==> src/rtl/npu_pkg.sv <==
// Shared definitions for the NPU AXI4-Lite register slave: widths, register
// offsets, CTRL/STATUS bit positions, response codes and the address decoder.
package npu_pkg;

  localparam int unsigned AXI_ADDR_WIDTH = 32;
  localparam int unsigned AXI_DATA_WIDTH = 32;
  localparam int unsigned DATA_WIDTH     = 16;
  localparam int unsigned MATRIX_SIZE    = 8;
  localparam int unsigned WEIGHT_COUNT   = MATRIX_SIZE * MATRIX_SIZE;
  localparam int unsigned MEM_ADDR_WIDTH = 7;
  localparam int unsigned RES_IDX_WIDTH  = 3;
  localparam int unsigned CFG_WIDTH      = 16;
  localparam int unsigned DEC_WIDTH      = 12;

  // Region base offsets inside the decoded 4 KiB window
  localparam logic [DEC_WIDTH-1:0] OFS_CTRL   = 12'h000;
  localparam logic [DEC_WIDTH-1:0] OFS_STATUS = 12'h004;
  localparam logic [DEC_WIDTH-1:0] OFS_CONFIG = 12'h008;
  localparam logic [DEC_WIDTH-1:0] OFS_WEIGHT = 12'h100;
  localparam logic [DEC_WIDTH-1:0] OFS_INPUT  = 12'h200;
  localparam logic [DEC_WIDTH-1:0] OFS_RESULT = 12'h300;

  localparam int unsigned CTRL_SOFT_RST_BIT = 0;
  localparam int unsigned CTRL_START_BIT    = 1;
  localparam int unsigned CTRL_IRQ_EN_BIT   = 2;
  localparam int unsigned STATUS_BUSY_BIT   = 0;
  localparam int unsigned STATUS_DONE_BIT   = 1;

  localparam logic [1:0] RESP_OKAY   = 2'b00;
  localparam logic [1:0] RESP_SLVERR = 2'b10;

  localparam logic [CFG_WIDTH-1:0] CONFIG_RESET = 16'h0008;

  typedef enum logic [2:0] {
    REGION_NONE,
    REGION_CTRL,
    REGION_STATUS,
    REGION_CONFIG,
    REGION_WEIGHT,
    REGION_INPUT,
    REGION_RESULT
  } region_e;

  // Map a decoded byte address onto its register region
  function automatic region_e decode_addr(input logic [DEC_WIDTH-1:0] addr);
    region_e r;
    r = REGION_NONE;
    if (addr[11:2] == OFS_CTRL[11:2])
      r = REGION_CTRL;
    else if (addr[11:2] == OFS_STATUS[11:2])
      r = REGION_STATUS;
    else if (addr[11:2] == OFS_CONFIG[11:2])
      r = REGION_CONFIG;
    else if (addr[11:8] == OFS_WEIGHT[11:8])
      r = REGION_WEIGHT;
    else if (addr[11:5] == OFS_INPUT[11:5])
      r = REGION_INPUT;
    else if (addr[11:5] == OFS_RESULT[11:5])
      r = REGION_RESULT;
    return r;
  endfunction

endpackage

==> src/rtl/npu_axil_slave_if.sv <==
// AXI4-Lite bus between a host master and the NPU register slave.
// Signals: AW (awaddr/awvalid/awready), W (wdata/wvalid/wready),
// B (bresp/bvalid/bready), AR (araddr/arvalid/arready),
// R (rdata/rresp/rvalid/rready).
interface npu_axil_slave_if;
  import npu_pkg::*;

  logic [AXI_ADDR_WIDTH-1:0] awaddr;
  logic                      awvalid;
  logic                      awready;
  logic [AXI_DATA_WIDTH-1:0] wdata;
  logic                      wvalid;
  logic                      wready;
  logic [1:0]                bresp;
  logic                      bvalid;
  logic                      bready;
  logic [AXI_ADDR_WIDTH-1:0] araddr;
  logic                      arvalid;
  logic                      arready;
  logic [AXI_DATA_WIDTH-1:0] rdata;
  logic [1:0]                rresp;
  logic                      rvalid;
  logic                      rready;

  modport master (
    output awaddr, awvalid, wdata, wvalid, bready, araddr, arvalid, rready,
    input  awready, wready, bresp, bvalid, arready, rdata, rresp, rvalid
  );

  modport slave (
    input  awaddr, awvalid, wdata, wvalid, bready, araddr, arvalid, rready,
    output awready, wready, bresp, bvalid, arready, rdata, rresp, rvalid
  );

endinterface

==> src/rtl/npu_axil_slave.sv <==
// AXI4-Lite register slave for the NPU core: control/status/config registers,
// operand (weight/input) write strobes towards the core memory and a result
// buffer filled by the core.
// Ports:
//   aclk, areset            clock, synchronous active-high reset
//   s_axi                   AXI4-Lite slave port
//   soft_rst, start, cfg    core control (level, one-cycle pulse, config word)
//   mem_we/mem_addr/mem_data operand write strobe, index and value
//   busy, done              core status inputs
//   res_we/res_idx/res_data result write from the core
//   interrupt               done_sticky gated by irq_en
module npu_axil_slave
  import npu_pkg::*;
(
  input  logic                      aclk,
  input  logic                      areset,
  npu_axil_slave_if.slave           s_axi,
  output logic                      soft_rst,
  output logic                      start,
  output logic [CFG_WIDTH-1:0]      cfg,
  output logic                      mem_we,
  output logic [MEM_ADDR_WIDTH-1:0] mem_addr,
  output logic [DATA_WIDTH-1:0]     mem_data,
  input  logic                      busy,
  input  logic                      done,
  input  logic                      res_we,
  input  logic [RES_IDX_WIDTH-1:0]  res_idx,
  input  logic [DATA_WIDTH-1:0]     res_data,
  output logic                      interrupt
);

  // Captured write channels
  logic                  aw_full;
  logic                  w_full;
  logic [DEC_WIDTH-1:0]  aw_addr;
  logic [DATA_WIDTH-1:0] w_data;

  logic                  irq_en;
  logic                  done_sticky;
  logic [DATA_WIDTH-1:0] result [MATRIX_SIZE];

  // Handshake and next-state terms
  logic                      aw_hs_c, w_hs_c, b_hs_c, ar_hs_c, r_hs_c;
  logic                      wr_go_c;
  logic                      aw_full_n_c, w_full_n_c, bvalid_n_c, rvalid_n_c;
  region_e                   wr_region_c, rd_region_c;
  logic [1:0]                wr_resp_c;
  logic                      ctrl_wr_c, cfg_wr_c, mem_wr_c, start_go_c;
  logic [MEM_ADDR_WIDTH-1:0] mem_addr_c;
  logic [AXI_DATA_WIDTH-1:0] rd_data_c;
  logic [1:0]                rd_resp_c;
  logic [DATA_WIDTH-1:0]     rd_res_c;

  logic unused_c;
  assign unused_c = ^{s_axi.awaddr[AXI_ADDR_WIDTH-1:DEC_WIDTH],
                      s_axi.araddr[AXI_ADDR_WIDTH-1:DEC_WIDTH],
                      s_axi.wdata[AXI_DATA_WIDTH-1:DATA_WIDTH]};

  // Channel handshakes and holding-register occupancy
  always_comb begin
    aw_hs_c = s_axi.awvalid & s_axi.awready;
    w_hs_c  = s_axi.wvalid & s_axi.wready;
    b_hs_c  = s_axi.bvalid & s_axi.bready;
    ar_hs_c = s_axi.arvalid & s_axi.arready;
    r_hs_c  = s_axi.rvalid & s_axi.rready;
    wr_go_c = aw_full & w_full & ~s_axi.bvalid;

    aw_full_n_c = aw_full;
    w_full_n_c  = w_full;
    bvalid_n_c  = s_axi.bvalid;
    rvalid_n_c  = s_axi.rvalid;
    if (aw_hs_c) aw_full_n_c = 1'b1;
    if (w_hs_c)  w_full_n_c  = 1'b1;
    if (wr_go_c) bvalid_n_c  = 1'b1;
    // Both holding registers are released together on the B handshake
    if (b_hs_c) begin
      aw_full_n_c = 1'b0;
      w_full_n_c  = 1'b0;
      bvalid_n_c  = 1'b0;
    end
    if (ar_hs_c)
      rvalid_n_c = 1'b1;
    else if (r_hs_c)
      rvalid_n_c = 1'b0;
  end

  // Write decode: response and side-effect strobes for the held transaction
  always_comb begin
    wr_region_c = decode_addr(aw_addr);
    wr_resp_c   = RESP_OKAY;
    ctrl_wr_c   = 1'b0;
    cfg_wr_c    = 1'b0;
    mem_wr_c    = 1'b0;
    start_go_c  = 1'b0;
    mem_addr_c  = '0;
    if (wr_go_c) begin
      case (wr_region_c)
        REGION_CTRL: begin
          ctrl_wr_c  = 1'b1;
          // Start is ignored while busy or when soft reset is requested too
          start_go_c = w_data[CTRL_START_BIT] & ~busy & ~w_data[CTRL_SOFT_RST_BIT];
        end
        REGION_CONFIG: cfg_wr_c = 1'b1;
        REGION_WEIGHT: begin
          if (busy) begin
            wr_resp_c = RESP_SLVERR;
          end else begin
            mem_wr_c   = 1'b1;
            mem_addr_c = MEM_ADDR_WIDTH'({1'b0, aw_addr[7:2]});
          end
        end
        REGION_INPUT: begin
          if (busy) begin
            wr_resp_c = RESP_SLVERR;
          end else begin
            mem_wr_c   = 1'b1;
            mem_addr_c = MEM_ADDR_WIDTH'(WEIGHT_COUNT) + MEM_ADDR_WIDTH'(aw_addr[4:2]);
          end
        end
        default: wr_resp_c = RESP_SLVERR;
      endcase
    end
  end

  // Read decode: data and response for the address on the AR channel
  always_comb begin
    rd_region_c = decode_addr(s_axi.araddr[DEC_WIDTH-1:0]);
    rd_res_c    = result[s_axi.araddr[4:2]];
    rd_data_c   = '0;
    rd_resp_c   = RESP_OKAY;
    case (rd_region_c)
      REGION_CTRL: begin
        rd_data_c[CTRL_SOFT_RST_BIT] = soft_rst;
        rd_data_c[CTRL_IRQ_EN_BIT]   = irq_en;
      end
      REGION_STATUS: begin
        rd_data_c[STATUS_BUSY_BIT] = busy;
        rd_data_c[STATUS_DONE_BIT] = done_sticky;
      end
      REGION_CONFIG: rd_data_c = AXI_DATA_WIDTH'(cfg);
      REGION_WEIGHT, REGION_INPUT: rd_data_c = '0;
      REGION_RESULT: rd_data_c = {{(AXI_DATA_WIDTH-DATA_WIDTH){rd_res_c[DATA_WIDTH-1]}}, rd_res_c};
      default: rd_resp_c = RESP_SLVERR;
    endcase
  end

  // Bus state, registers and core-side outputs
  always_ff @(posedge aclk) begin
    if (areset) begin
      aw_full       <= 1'b0;
      w_full        <= 1'b0;
      aw_addr       <= '0;
      w_data        <= '0;
      s_axi.awready <= 1'b0;
      s_axi.wready  <= 1'b0;
      s_axi.arready <= 1'b0;
      s_axi.bvalid  <= 1'b0;
      s_axi.bresp   <= RESP_OKAY;
      s_axi.rvalid  <= 1'b0;
      s_axi.rresp   <= RESP_OKAY;
      s_axi.rdata   <= '0;
      soft_rst      <= 1'b0;
      irq_en        <= 1'b0;
      start         <= 1'b0;
      cfg           <= CONFIG_RESET;
      mem_we        <= 1'b0;
      mem_addr      <= '0;
      mem_data      <= '0;
      done_sticky   <= 1'b0;
      interrupt     <= 1'b0;
      for (int i = 0; i < int'(MATRIX_SIZE); i++) result[i] <= '0;
    end else begin
      aw_full       <= aw_full_n_c;
      w_full        <= w_full_n_c;
      s_axi.awready <= ~aw_full_n_c & ~bvalid_n_c;
      s_axi.wready  <= ~w_full_n_c & ~bvalid_n_c;
      s_axi.arready <= ~rvalid_n_c;
      s_axi.bvalid  <= bvalid_n_c;
      s_axi.rvalid  <= rvalid_n_c;
      if (aw_hs_c) aw_addr <= s_axi.awaddr[DEC_WIDTH-1:0];
      if (w_hs_c)  w_data  <= s_axi.wdata[DATA_WIDTH-1:0];
      if (wr_go_c) s_axi.bresp <= wr_resp_c;
      if (ar_hs_c) begin
        s_axi.rdata <= rd_data_c;
        s_axi.rresp <= rd_resp_c;
      end

      if (ctrl_wr_c) begin
        soft_rst <= w_data[CTRL_SOFT_RST_BIT];
        irq_en   <= w_data[CTRL_IRQ_EN_BIT];
      end
      if (cfg_wr_c) cfg <= w_data;

      start  <= start_go_c;
      mem_we <= mem_wr_c;
      if (mem_wr_c) begin
        mem_addr <= mem_addr_c;
        mem_data <= w_data;
      end

      // Start outranks a coincident done; soft reset holds the flag clear
      if (start_go_c || soft_rst)
        done_sticky <= 1'b0;
      else if (done)
        done_sticky <= 1'b1;
      interrupt <= done_sticky & irq_en;

      if (soft_rst) begin
        for (int i = 0; i < int'(MATRIX_SIZE); i++) result[i] <= '0;
      end else if (res_we) begin
        result[res_idx] <= res_data;
      end
    end
  end

endmodule

==> src/flat_wrapper.sv <==
// flat-port wrapper written by rule: the top's interface ports become plain ports
module npu_axil_slave_flat import npu_pkg::*;
  (aclk, areset, soft_rst, start, cfg, mem_we, mem_addr, mem_data, busy, done, res_we, res_idx, res_data, interrupt, s_axi_awaddr, s_axi_awvalid, s_axi_wdata, s_axi_wvalid, s_axi_bready, s_axi_araddr, s_axi_arvalid, s_axi_rready, s_axi_awready, s_axi_wready, s_axi_bresp, s_axi_bvalid, s_axi_arready, s_axi_rdata, s_axi_rresp, s_axi_rvalid);
  npu_axil_slave_if s_axi_i ();
  input  logic aclk;
  input  logic areset;
  output logic soft_rst;
  output logic start;
  output logic [CFG_WIDTH-1:0] cfg;
  output logic mem_we;
  output logic [MEM_ADDR_WIDTH-1:0] mem_addr;
  output logic [DATA_WIDTH-1:0] mem_data;
  input  logic busy;
  input  logic done;
  input  logic res_we;
  input  logic [RES_IDX_WIDTH-1:0] res_idx;
  input  logic [DATA_WIDTH-1:0] res_data;
  output logic interrupt;
  input wire logic [$bits(s_axi_i.awaddr)-1:0] s_axi_awaddr;
  input wire logic [$bits(s_axi_i.awvalid)-1:0] s_axi_awvalid;
  input wire logic [$bits(s_axi_i.wdata)-1:0] s_axi_wdata;
  input wire logic [$bits(s_axi_i.wvalid)-1:0] s_axi_wvalid;
  input wire logic [$bits(s_axi_i.bready)-1:0] s_axi_bready;
  input wire logic [$bits(s_axi_i.araddr)-1:0] s_axi_araddr;
  input wire logic [$bits(s_axi_i.arvalid)-1:0] s_axi_arvalid;
  input wire logic [$bits(s_axi_i.rready)-1:0] s_axi_rready;
  output wire logic [$bits(s_axi_i.awready)-1:0] s_axi_awready;
  output wire logic [$bits(s_axi_i.wready)-1:0] s_axi_wready;
  output wire logic [$bits(s_axi_i.bresp)-1:0] s_axi_bresp;
  output wire logic [$bits(s_axi_i.bvalid)-1:0] s_axi_bvalid;
  output wire logic [$bits(s_axi_i.arready)-1:0] s_axi_arready;
  output wire logic [$bits(s_axi_i.rdata)-1:0] s_axi_rdata;
  output wire logic [$bits(s_axi_i.rresp)-1:0] s_axi_rresp;
  output wire logic [$bits(s_axi_i.rvalid)-1:0] s_axi_rvalid;
  assign s_axi_i.awaddr = s_axi_awaddr;
  assign s_axi_i.awvalid = s_axi_awvalid;
  assign s_axi_i.wdata = s_axi_wdata;
  assign s_axi_i.wvalid = s_axi_wvalid;
  assign s_axi_i.bready = s_axi_bready;
  assign s_axi_i.araddr = s_axi_araddr;
  assign s_axi_i.arvalid = s_axi_arvalid;
  assign s_axi_i.rready = s_axi_rready;
  assign s_axi_awready = s_axi_i.awready;
  assign s_axi_wready = s_axi_i.wready;
  assign s_axi_bresp = s_axi_i.bresp;
  assign s_axi_bvalid = s_axi_i.bvalid;
  assign s_axi_arready = s_axi_i.arready;
  assign s_axi_rdata = s_axi_i.rdata;
  assign s_axi_rresp = s_axi_i.rresp;
  assign s_axi_rvalid = s_axi_i.rvalid;
  npu_axil_slave u_core (.aclk(aclk), .areset(areset), .s_axi(s_axi_i), .soft_rst(soft_rst), .start(start), .cfg(cfg), .mem_we(mem_we), .mem_addr(mem_addr), .mem_data(mem_data), .busy(busy), .done(done), .res_we(res_we), .res_idx(res_idx), .res_data(res_data), .interrupt(interrupt));
endmodule
==> config.mk <==
export PLATFORM = sky130hd
export DESIGN_NAME = npu_axil_slave_flat
export DESIGN_NICKNAME = d
export VERILOG_FILES = /design/src/rtl/npu_pkg.sv /design/src/rtl/npu_axil_slave_if.sv /design/src/rtl/npu_axil_slave.sv /design/src/flat_wrapper.sv
export SDC_FILE = /design/constraint.sdc
export NUM_CORES = 1
export LEC_CHECK = 0
export BUFFER_PORTS_ARGS = -buffer_cell sky130_fd_sc_hd__buf_2
export CORE_AREA = 3 3 229 186
export DETAILED_ROUTE_END_ITERATION = 8
export DIE_AREA = 0 0 232 189
export SLEW_MARGIN = 20
export SYNTH_ARGS = -nofsm -noshare
export SYNTH_HDL_FRONTEND = slang
export SYNTH_SLANG_ARGS = --single-unit
export TNS_END_PERCENT = 5
==> constraint.sdc <==
create_clock -name aclk -period 4.2 [get_ports aclk]
set_clock_uncertainty 0.15 [all_clocks]
set_input_delay 0.42 -clock aclk [delete_from_list [all_inputs] [get_ports aclk]]
set_output_delay 0.42 -clock aclk [all_outputs]
set_load 0.005 [all_outputs]
-- Word-level counts from Yosys, hierarchy flattened
Memories as Yosys holds them, arrays and structs flattened.
Index checks and enable logic that the tools add are counted.
- add/sub/neg operators: 1
- equality and inequality tests: 20
- mux-type cells: 60
- bitwise gates (word level): 27
- reductions and logical operators: 8
- operator list (kind ; count):
    $mux W16 ; 9
    $pmux W29 S2 ; 1
    $mux W3 ; 13
    $eq A7 B5 Y1 const B ; 4
    $mux W1 ; 27
    $eq A10 B1 Y1 const B ; 2
    $eq A10 B2 Y1 const B ; 2
    $logic_not A10 Y1 ; 2
    $reduce_or A16 Y1 ; 1
    $eq A3 B3 Y1 const B ; 5
    $mux W7 ; 2
    $pmux W7 S2 ; 1
    $and A1 B1 Y1 ; 12
    $eq A3 B2 Y1 const B ; 3
    $eq A4 B1 Y1 const B ; 2
    $or A1 B1 Y1 ; 8
    $add A7 B3 Y7 const A ; 1
    $not A1 Y1 ; 7
    $eq A3 B1 Y1 const B ; 2
    $mux W6 ; 1
    $pmux W1 S3 ; 2
    $reduce_or A2 Y1 ; 3
    $reduce_or A6 Y1 ; 1
    $mux W2 ; 2
    other kinds (3) ; 3
- register bits after elaboration: 116
- bits in writable memories: 128
- output and inout bits: 84
- logic and storage cells: 138
- memories kept: 1
- memories (name ; depth ; width ; rd ports ; clocked after memory_dff ; wr ports ; line ; RTL):
    u_core.result ; 8 ; 16 ; 1 ; 0 ; 8 ; npu_axil_slave.sv:40 ; logic [DATA_WIDTH-1:0] result [MATRIX_SIZE];

-- Logic depth before layout (Yosys ltp)
- depth after elaboration: 12
- depth in mapped cells: 8
- gate-level depth less buffers: 4

-- Worst setup path before layout
OpenSTA, ideal clock, no wires.
- path kind: in2reg
- from: input res_idx[0]
- to: memory u_core.result[2][0] (enable)
- setup time: 0.411 ns
- data arrival time: 2.421 ns
- data required time: 3.639 ns
- slack: 1.218 ns
- cell stages on the path: 3
- path buffers: 1
- cell sequence: or4b_2 > clkbuf_1 > o21ai_0
- RTL lines (what ; line ; RTL):
    start: declaration ; flat_wrapper.sv:16 ; input logic [RES_IDX_WIDTH-1:0] res_idx;
    end: declaration ; npu_axil_slave.sv:40 ;

==> results.toml <==
[pwr]
p_comb_share_pct = 8.0
p_sw_share_pct = 22.9
seqPwrFrac_pct = 49.7
p_leak_nw = 4.66
clkPwrFrac_pct = 42.3
power_mw = 4.93
powerDensity_mw_per_mm2 = 401
worst_ir_drop_vdd_uv = 195
power.switching_mw = 1.13
internal_power_mw = 3.80

[synth]
yosys-top-cells-area = "edfxtp_1 38%, dfxtp_1 19%, and2_1 8.2%"
async_flop_share_pct = 0
synth_common_cells = "132 x and2_1, 128 x edfxtp_1, 97 x dfxtp_1"
synth_edf_count = 128
yosys.area_share.adder_pct = 0
synth.area.mux_share_pct = 9.10
yosysMostFrequentCell = "and2_1"
synthSimpleGateAreaFrac_pct = 20.7
synth-compound-area-share_pct = 8.85
synth_top_family_by_area = "simple AND/OR/NAND/NOR gates"
yosys.area.top_type = "edfxtp_1"
syn_inst = 916
synth_xor_xnor_area_share_pct = 0
synthFlopType = "edfxtp_1"
ys_types = 46
yosysSeqAreaShare_pct = 57.3
ys_ff_latch = 225
netlist_area_mm2 = 0.0101
synthDominantCellAreaShare_pct = 38.0
syn_avg_cell_area_um2 = 11.0
yosysWarnings = 0

[die]
chipWidth_um = 232
die_h_um = 189
die-area_mm2 = 0.0438
rows = 66
initial_utilization_pct = 25.0
coreArea_mm2 = 0.0405
pin_count = 209

[sta]
max_freq_mhz = 402
maxSlewViolCount = 0
setup_viol = 0
rsz0062_at_grt = "false"
min_period_ps = 2490
fin_tns_setup_ps = 0
fin_crit_sh_pct = 59.2
hold_viol_final = 0
fin_ws_ps = 1710
worstMarginPinSlew_ps = 1090
slew-limit-headroom_pct = 26.7

[routing]
dr_total_vias = 7443
dr.pass1.iters = 5
ant_nets = 0
wl_um = 29100
dr.first_iter.drc_count = 669
wl_met2_um = 13300
wire_per_inst_um = 17.9
drt-vias-per-instance = 4.59
drc = 0
top_layer_used = "met5"
routed-wl-met3_um = 2410
wirelength_met1_um = 12500

[layout]
nets = 1184
drive_gt1_share_pct = 21.4
syn2layout_area_growth_pct = 21.8

[grt]
grt_pass1_vias = 7285
grt_pass1_wl_um = 44100
antenna_found_initial = 10
grt_max_degree = 110
grt-ovfl-total = 0
grtUsageTotal_pct = 13.0

[place]
finalWeightedCongestion = 0.807
place_ws_ps = 1290
port_buffers = 146
hpwlAfterDp_um = 19900

[clock_tree]
clockRootBuffer = "clkbuf_16"
cts.sink_count = 225
clockBufferDepth = 3
cts-buffers-inserted = 25
insertion_delay_ps = 510
cts_tree = "done"
htree_levels = 1
clk_pin_slew_ps = 60
ctsResizeCount = 0

[worst_setup_path]
cp_max_fo = 17
crit_required_ps = 4240
cp_data_arrival_time_ps = 2520
cp-start-kind = "register"
crit_path_end_kind = "register"
worstSetupPathType = "register to register"

[outcome]
status = "finished clean"

[flow_run]
cap_violations = 0

[worst_hold_path]
hp-class = "primary input to register"
-- layout make-up --
class                   count  area, um2
flip-flops and latches    225       5790
clock inverters             9       93.8
inverters                   3       11.3
multi-input cells         613       3920
repair buffers            191       1130
fillers                  4141      28200
well taps                 544        681
clock buffers              36        677
diodes                      2       5.00
-- stage by stage --
| step | cells | hold slack, ps | cell area (um2) | util (%) |
|---|---|---|---|---|
| floorplan | 917 | 269 | 10100 | - |
| global placement | 1552 | 294 | 11300 | 27.9 |
| detailed placement | 1552 | 293 | 11300 | 27.9 |
| CTS | 1621 | 4.90 | 12300 | 30.4 |
| global route | 1622 | 17.4 | 12300 | 30.4 |
| finish | 1623 | 25.6 | 12300 | 30.4 |
-- cells by family after synthesis --
| logic type | after synthesis |
|---|---|
| flip-flops | 225 |
| AO/OA/AOI/OAI | 155 |
| AND/OR/NAND/NOR | 375 |
| multiplexers | 81 |
| buffers and inverters | 79 |
| other | 1 |
-- worst max-delay path: stages, from the launching register on --
cell	delay, ps
dfxtp_1	360
or4b_2	780
nor3_2	150
buf_4	250
nand2b_1	160
buf_4	300
-- cells in the final DEF, fill, tap and decap left out, types with 2 or more instances in the layout --
master and n:
conb_1 2, clkbuf_16 25, o2111ai_1 4, edfxtp_1 128
mux4_2 8, o21ai_2 2, nor2_1 30, mux2i_1 66
or4_2 2, nand2b_1 51, clkinv_1 4, and2_1 132
or2_2 5, o22ai_1 5, bufinv_16 2, nand3b_1 13
or3_1 6, dfxtp_1 97, o2bb2ai_1 3, buf_2 144
mux2_2 7, buf_4 23, nand3_1 28, dlygate4sd3_1 24
nor4_1 12, clkbuf_1 10, inv_1 3, a211oi_1 6
o21ai_0 29, nor2b_1 3, or4_4 2, a22oi_1 16
a21oi_1 62, diode_2 2, nor2_2 2, nand2_1 75
a31oi_1 10, o21ai_1 13, nor3_1 9, clkinv_2 2
-- metal layers --
| layer | vias up | GRT usage [%] |
|---|---|---|
| li1 | 3529 | - |
| met1 | 3621 | 17.3 |
| met2 | 222 | 20.8 |
| met3 | 59 | 3.60 |
| met4 | 12 | 3.41 |
| met5 | - | 0 |
-- power by group through the flow --
stage          clock, mW  sequential, mW  combinational, mW
2_1_floorplan          0            2.49              0.231
3_3_place_gp           0            2.49              0.372
3_5_place_dp           0            2.50              0.379
4_1_cts             2.14            2.45              0.397
5_1_grt             2.23            2.46              0.436
6_report            2.09            2.45              0.395
-- sequential cells by signal, indices dropped and copies added, names as in the netlist, 7 cells and up --
signal              count
u_core.aw_addr         10
u_core.cfg             16
u_core.mem_addr         7
u_core.mem_data        16
u_core.result         128
u_core.s_axi.rdata     17
u_core.w_data          16
-- path summary, 6_finish.rpt --
kind	startpoint	slack, ps	cells after the start	end
worst max-delay path	u_core.soft_rst$_SDFFE_PP0P_	1710	5	u_core.result[0][10]$_SDFFCE_PN0P_
worst min-delay path	s_axi_awaddr[4]	30	3	u_core.aw_addr[4]$_SDFFE_PP0P_
worst max register to register	u_core.soft_rst$_SDFFE_PP0P_	1710	5	u_core.result[0][10]$_SDFFCE_PN0P_
worst min register to register	u_core.aw_addr[10]$_SDFFE_PP0P_	300	2	u_core.aw_addr[10]$_SDFFE_PP0P_
-- what timing repair did --
action | in CTS | in global routing
hold endpoints to repair | 25 | 0
buffers inserted | 0 | 0
hold buffers | 24 | 0
No activity file was read; power rests on OpenSTA's default activity.
